File: src/rtl/vending_machine_multi.sv
// Multi-coin vending controller: accumulates credit, vends at PRICE, returns change, refunds on cancel.
// Latency: coin reaching PRICE at edge N -> dispensed in cycle N+1 -> change_valid in cycle N+2.
// Backpressure: none; coins that cannot be taken are dropped and flagged by a coin_reject pulse.
//
// Ports:
//   clock, reset      : rising-edge clock, asynchronous active-high reset
//   coin[1:0]         : 00 none, 01/10/11 = COIN_A/COIN_B/COIN_C, sampled every edge
//   cancel            : refund accumulated credit (acted on only while accumulating)
//   restock           : reload stock to STOCK_MAX (acted on only when idle)
//   dispensed         : one-cycle pulse, one item released
//   change_valid      : one-cycle pulse qualifying change_amt
//   change_amt        : change or refund value, holds between pulses
//   credit            : current accumulated credit
//   stock, sold_out   : items remaining, high when stock is zero
//   coin_reject       : one-cycle pulse, previous-edge coin was dropped
module vending_machine_multi #(
  parameter int PRICE     = 15,
  parameter int COIN_A    = 5,
  parameter int COIN_B    = 10,
  parameter int COIN_C    = 25,
  parameter int CREDIT_W  = 6,
  parameter int STOCK_MAX = 3,
  parameter int STOCK_W   = 4
) (
  input  logic                clock,
  input  logic                reset,
  input  logic [1:0]          coin,
  input  logic                cancel,
  input  logic                restock,
  output logic                dispensed,
  output logic                change_valid,
  output logic [CREDIT_W-1:0] change_amt,
  output logic [CREDIT_W-1:0] credit,
  output logic [STOCK_W-1:0]  stock,
  output logic                sold_out,
  output logic                coin_reject
);

  typedef enum logic [2:0] {
    ST_IDLE   = 3'd0,
    ST_ACCUM  = 3'd1,
    ST_VEND   = 3'd2,
    ST_CHANGE = 3'd3,
    ST_REFUND = 3'd4
  } state_t;

  localparam logic [CREDIT_W-1:0] PRICE_C    = CREDIT_W'(PRICE);
  localparam logic [CREDIT_W-1:0] VAL_A      = CREDIT_W'(COIN_A);
  localparam logic [CREDIT_W-1:0] VAL_B      = CREDIT_W'(COIN_B);
  localparam logic [CREDIT_W-1:0] VAL_C      = CREDIT_W'(COIN_C);
  localparam logic [STOCK_W-1:0]  STOCK_FULL = STOCK_W'(STOCK_MAX);

  state_t              state;
  state_t              state_nxt;
  logic [CREDIT_W-1:0] credit_nxt;
  // Amount owed back after the current vend; only meaningful in VEND.
  logic [CREDIT_W-1:0] change_due;
  logic [CREDIT_W-1:0] change_due_nxt;
  logic [CREDIT_W-1:0] change_amt_nxt;
  logic [CREDIT_W-1:0] coin_val;
  logic [CREDIT_W-1:0] coin_sum;
  logic [STOCK_W-1:0]  stock_nxt;
  logic                dispensed_nxt;
  logic                change_valid_nxt;
  logic                coin_reject_nxt;
  logic                sold_out_nxt;
  logic                coin_present;
  logic                restock_now;
  logic                cancel_now;
  logic                coin_open;
  logic                coin_take;

  always_comb begin
    coin_val = '0;
    case (coin)
      2'b01:   coin_val = VAL_A;
      2'b10:   coin_val = VAL_B;
      2'b11:   coin_val = VAL_C;
      default: coin_val = '0;
    endcase
  end

  assign coin_present = (coin != 2'b00);
  assign coin_sum     = credit + coin_val;
  assign restock_now  = (state == ST_IDLE) && restock;
  assign cancel_now   = (state == ST_ACCUM) && cancel;

  // A simultaneous restock lifts the sold-out lock for the coin on the same edge.
  assign coin_open = ((state == ST_IDLE) || (state == ST_ACCUM)) &&
                     !(sold_out && !restock_now) && !cancel_now;
  assign coin_take = coin_present && coin_open;

  always_comb begin
    state_nxt        = state;
    credit_nxt       = credit;
    change_due_nxt   = change_due;
    change_amt_nxt   = change_amt;
    stock_nxt        = stock;
    dispensed_nxt    = 1'b0;
    change_valid_nxt = 1'b0;
    coin_reject_nxt  = coin_present && !coin_take;

    case (state)
      ST_IDLE, ST_ACCUM: begin
        if (restock_now) begin
          stock_nxt = STOCK_FULL;
        end
        if (cancel_now) begin
          state_nxt        = ST_REFUND;
          credit_nxt       = '0;
          change_valid_nxt = 1'b1;
          change_amt_nxt   = credit;
        end else if (coin_take) begin
          if (coin_sum >= PRICE_C) begin
            // Credit is cleared on entry to VEND; the overshoot is kept for CHANGE.
            state_nxt      = ST_VEND;
            credit_nxt     = '0;
            change_due_nxt = coin_sum - PRICE_C;
            dispensed_nxt  = 1'b1;
          end else begin
            state_nxt  = ST_ACCUM;
            credit_nxt = coin_sum;
          end
        end
      end

      ST_VEND: begin
        credit_nxt = '0;
        if (stock != '0) begin
          stock_nxt = stock - STOCK_W'(1);
        end
        if (change_due != '0) begin
          state_nxt        = ST_CHANGE;
          change_valid_nxt = 1'b1;
          change_amt_nxt   = change_due;
        end else begin
          state_nxt = ST_IDLE;
        end
        change_due_nxt = '0;
      end

      ST_CHANGE: begin
        state_nxt = ST_IDLE;
      end

      ST_REFUND: begin
        state_nxt = ST_IDLE;
      end

      default: begin
        // Unreachable encodings recover to a clean idle with no credit.
        state_nxt      = ST_IDLE;
        credit_nxt     = '0;
        change_due_nxt = '0;
      end
    endcase

    sold_out_nxt = (stock_nxt == '0);
  end

  always_ff @(posedge clock or posedge reset) begin
    if (reset) begin
      state        <= ST_IDLE;
      credit       <= '0;
      change_due   <= '0;
      stock        <= STOCK_FULL;
      dispensed    <= 1'b0;
      change_valid <= 1'b0;
      change_amt   <= '0;
      coin_reject  <= 1'b0;
      sold_out     <= 1'b0;
    end else begin
      state        <= state_nxt;
      credit       <= credit_nxt;
      change_due   <= change_due_nxt;
      stock        <= stock_nxt;
      dispensed    <= dispensed_nxt;
      change_valid <= change_valid_nxt;
      change_amt   <= change_amt_nxt;
      coin_reject  <= coin_reject_nxt;
      sold_out     <= sold_out_nxt;
    end
  end

endmodule

File: config.mk
export PLATFORM = sky130hd
export DESIGN_NAME = vending_machine_multi
export DESIGN_NICKNAME = d
export VERILOG_FILES = /design/src/rtl/vending_machine_multi.sv
export SDC_FILE = /design/constraint.sdc
export NUM_CORES = 1
export LEC_CHECK = 0
export ABC_AREA = 1
export CAP_MARGIN = 10
export CELL_PAD_IN_SITES_DETAIL_PLACEMENT = 1
export CELL_PAD_IN_SITES_GLOBAL_PLACEMENT = 2
export CORE_ASPECT_RATIO = 1.5
export CORE_MARGIN = 5
export CORE_UTILIZATION = 25
export DETAILED_ROUTE_END_ITERATION = 16
export PLACE_DENSITY = 0.74
export SLEW_MARGIN = 15
export SYNTH_ARGS = -nofsm -noshare
export SYNTH_HDL_FRONTEND = slang
export SYNTH_SLANG_ARGS = --single-unit
export TNS_END_PERCENT = 100
File: constraint.sdc
create_clock -name clock -period 2.2 [get_ports clock]
set_input_delay 0.33 -clock clock [delete_from_list [all_inputs] [get_ports clock]]
set_output_delay 0.33 -clock clock [all_outputs]
set_load 0.01 [all_outputs]
==> run_results.csv <==
group,metric,value,unit
critical_path,end_kind,"flop",
timing,period_minus_slack,2.13,ns
place,placedCellCount,347,
synthesis,synth_nets,241,
timing,fin_tns_setup,0,ns
timing,hold_viol,0,
synthesis,ys_ff_latch,29,
final_layout,drive_gt1_frac,0.246,
outcome,status,"finished, final reports clean",
drt,wl_per_cell,14.0,um
critical_path,cp.required,2.42,ns
drt,drc,0,
drt,routed_wl,5.03,mm
place,port_buffers,25,
timing,tightestPinTransition,0.446,ns
pwr,p_leak,1.24,nW
timing,post-route-period-util,0.969,
global_route,grt_pass1_wl,8.66,mm
global_route,grt_antenna_before_repair,0,
drt,drt_iter0_markers,47,
clocking,clk_path_buf_depth,2,
drt,viasPerCell,4.57,
global_route,grt_overflow,0,
timing,skew,0.00440,ns
critical_path,path_max_fanout,5,
final_layout,nets,294,
clocking,h-tree-depth,2,
clocking,cts_buffers,5,
global_route,grt_max_degree,30,
timing,max_freq,469,MHz
synthesis,avgSynthCellArea,7.81,um2
synthesis,syn_area,0.00177,mm2
critical_path,path_class,"flop to flop",
timing,setup_viol,0,
place,finalWeightedCongestion,0.813,
timing,max-slew-margin-rel,0.700,
timing,setup_ws,0.0672,ns
synthesis,synth_warnings,0,
final_layout,antennaDiodeCount,0,
clocking,clk_latency,0.27,ns
floorplanning,ioPinCount,26,
drt,vias,1637,
synthesis,synthCells,227,
critical_path,rrSetupSlack,0.07,ns
place,hpwl,4.14,mm
synthesis,synth.distinct_cells,32,
timing,timing_max_transition_violations_final,0,
global_route,grt_pass1_vias,1773,
floorplanning,die-area,0.00891,mm2
floorplanning,initial_core_util,0.257,
clocking,clockRootBuffer,"clkbuf_8",
final_layout,fin_util,0.354,
drt,drtAntennaViolNets,0,
min_path,hp-class,"input port to asynchronous set/reset pin",
pwr,power.density,1390,mW/mm2
floorplanning,core,0.00690,mm2
place,dp_slack,-0.680,ns
floorplanning,rows,37,
final_layout,final_cell_mix,"nand2_1 (60), dfrtp_1 (27), inv_1 (25), buf_4 (25), clkdlybuf4s50_1 (23)",
critical_path,crit_path_start_kind,"flop",
critical_path,crit_arrival,2.35,ns
clocking,clkSinkCount,29,
floorplanning,die_x,78.8,um
final_layout,synthToLayoutAreaGrowth,37.5,%
floorplanning,die_h,113,um
drt,drt-pass1-iter-count,4,
global_route,grtUsageTotal,0.124,
clocking,cts_tree,"done",
pwr,vdd_drop_max,0.000363,V
clocking,clkTransAtPathRegs,0.06,ns
final_layout,fin_cells,358,
timing,rsz0062_at_grt,"yes",
synthesis,seq_area_frac_synth,0.411,
final_layout,layout_commonest_cell,"nand2_1",
run,maxCapViolCount,0,
==> synth_stat cells (all sizes together) <==
master  instances  area (um2)
o211ai          2        15.0
nor4            1        6.26
inv            32         123
a21oi          14         104
xor2            3        26.3
nand3b          1        7.51
clkbuf          2        7.51
nand2          68         273
o21ai           8        43.8
ha              7        87.6
fa              1        20.0
buf             2        15.0
nor2           22         100
nand3          26         160
a31oi           1        6.26
or2             2        12.5
o21a            2        15.0
dfrtp          27         676
dfstp           2        52.6
nor3            2        10.0
nand4           2        12.5
==> worst paths after layout <==
kind	cells after the start	end	from
worst max-delay path	14	credit[3]	credit[0]
worst min-delay path	3	change_valid	reset
worst max register to register	14	credit[3]	credit[0]
worst min register to register	2	change_due[2]	change_due[2]
max in group asynchronous	3	stock[0]	reset
min in group clock	4	coin_reject	coin[0]
==> power breakdown <==
| group | internal (W) | switching [W] |
|---|---|---|
| clock | 0.000248 | 0.000190 |
| sequential | 0.000753 | 0.000156 |
| combinational | 0.000885 | 0.00115 |
| total | 0.00189 | 0.00150 |
==> flip-flops by register name, indices dropped and copies added (netlist names) <==
name / flops
change_due: 6
change_amt: 6
stock: 4
credit: 6
state: 3
sold_out: 1
dispensed: 1
coin_reject: 1
change_valid: 1
==> through the flow <==
step                      total power, W  area, um2  hold slack [ns]
final                            0.00338       2440            0.423
after global routing             0.00368       2440            0.477
after CTS                        0.00335       2400            0.434
after detailed placement         0.00282       2260            0.494
after global placement           0.00279       2260            0.461
after floorplan                  0.00205       1770            0.407
==> timing repair <==
item,in CTS,in global routing
pin swaps,6,8
endpoints found under the setup margin,13,13
setup buffers,2,2
hold buffers,0,0
gates resized for setup,14,11
==> layer usage <==
metal | up-vias | GRT usage | part of all wire
li1 | 828 | - | -
met1 | 784 | 0.131 | 0.39
met2 | 17 | 0.235 | 0.57
met3 | 8 | 0.0175 | 0.014
met4 | 0 | 0.0572 | 0.024
met5 | - | 0 | 0
==> cells by family (layout without fill, tap and decap cells) <==
family | count (synthesis) | in the layout | share of synthesized area
AO/OA/AOI/OAI | 27 | 27 | 0.104
XOR/XNOR | 3 | 3 | 0.0148
adder cells (fa/ha/maj) | 8 | 8 | 0.0607
buffers and inverters | 36 | 89 | 0.0819
flip-flops | 29 | 29 | 0.411
AND/OR/NAND/NOR | 124 | 124 | 0.328
==> critical path, cell delays in order (launching register included) <==
cell and delay [ns]:
dfrtp_1 0.36, ha_2 0.20, inv_2 0.04, fa_1 0.54, inv_2 0.06, ha_4 0.16, inv_2 0.06, nor2_4 0.04
nand3_2 0.08, nand2_2 0.06, inv_4 0.11, nand3_4 0.10, inv_4 0.10, nand3_2 0.08, nand2_2 0.08
==> layout make-up <==
cell class                      count  area [um2]
Clock buffer                        7        86.3
Fill cell                         832        4460
Inverter                           32         128
Multi-Input combinational cell    162         967
Sequential cell                    29         728
Tap cell                           78        97.6
Timing Repair Buffer               50         432
(Power assumes the default switching activity.)
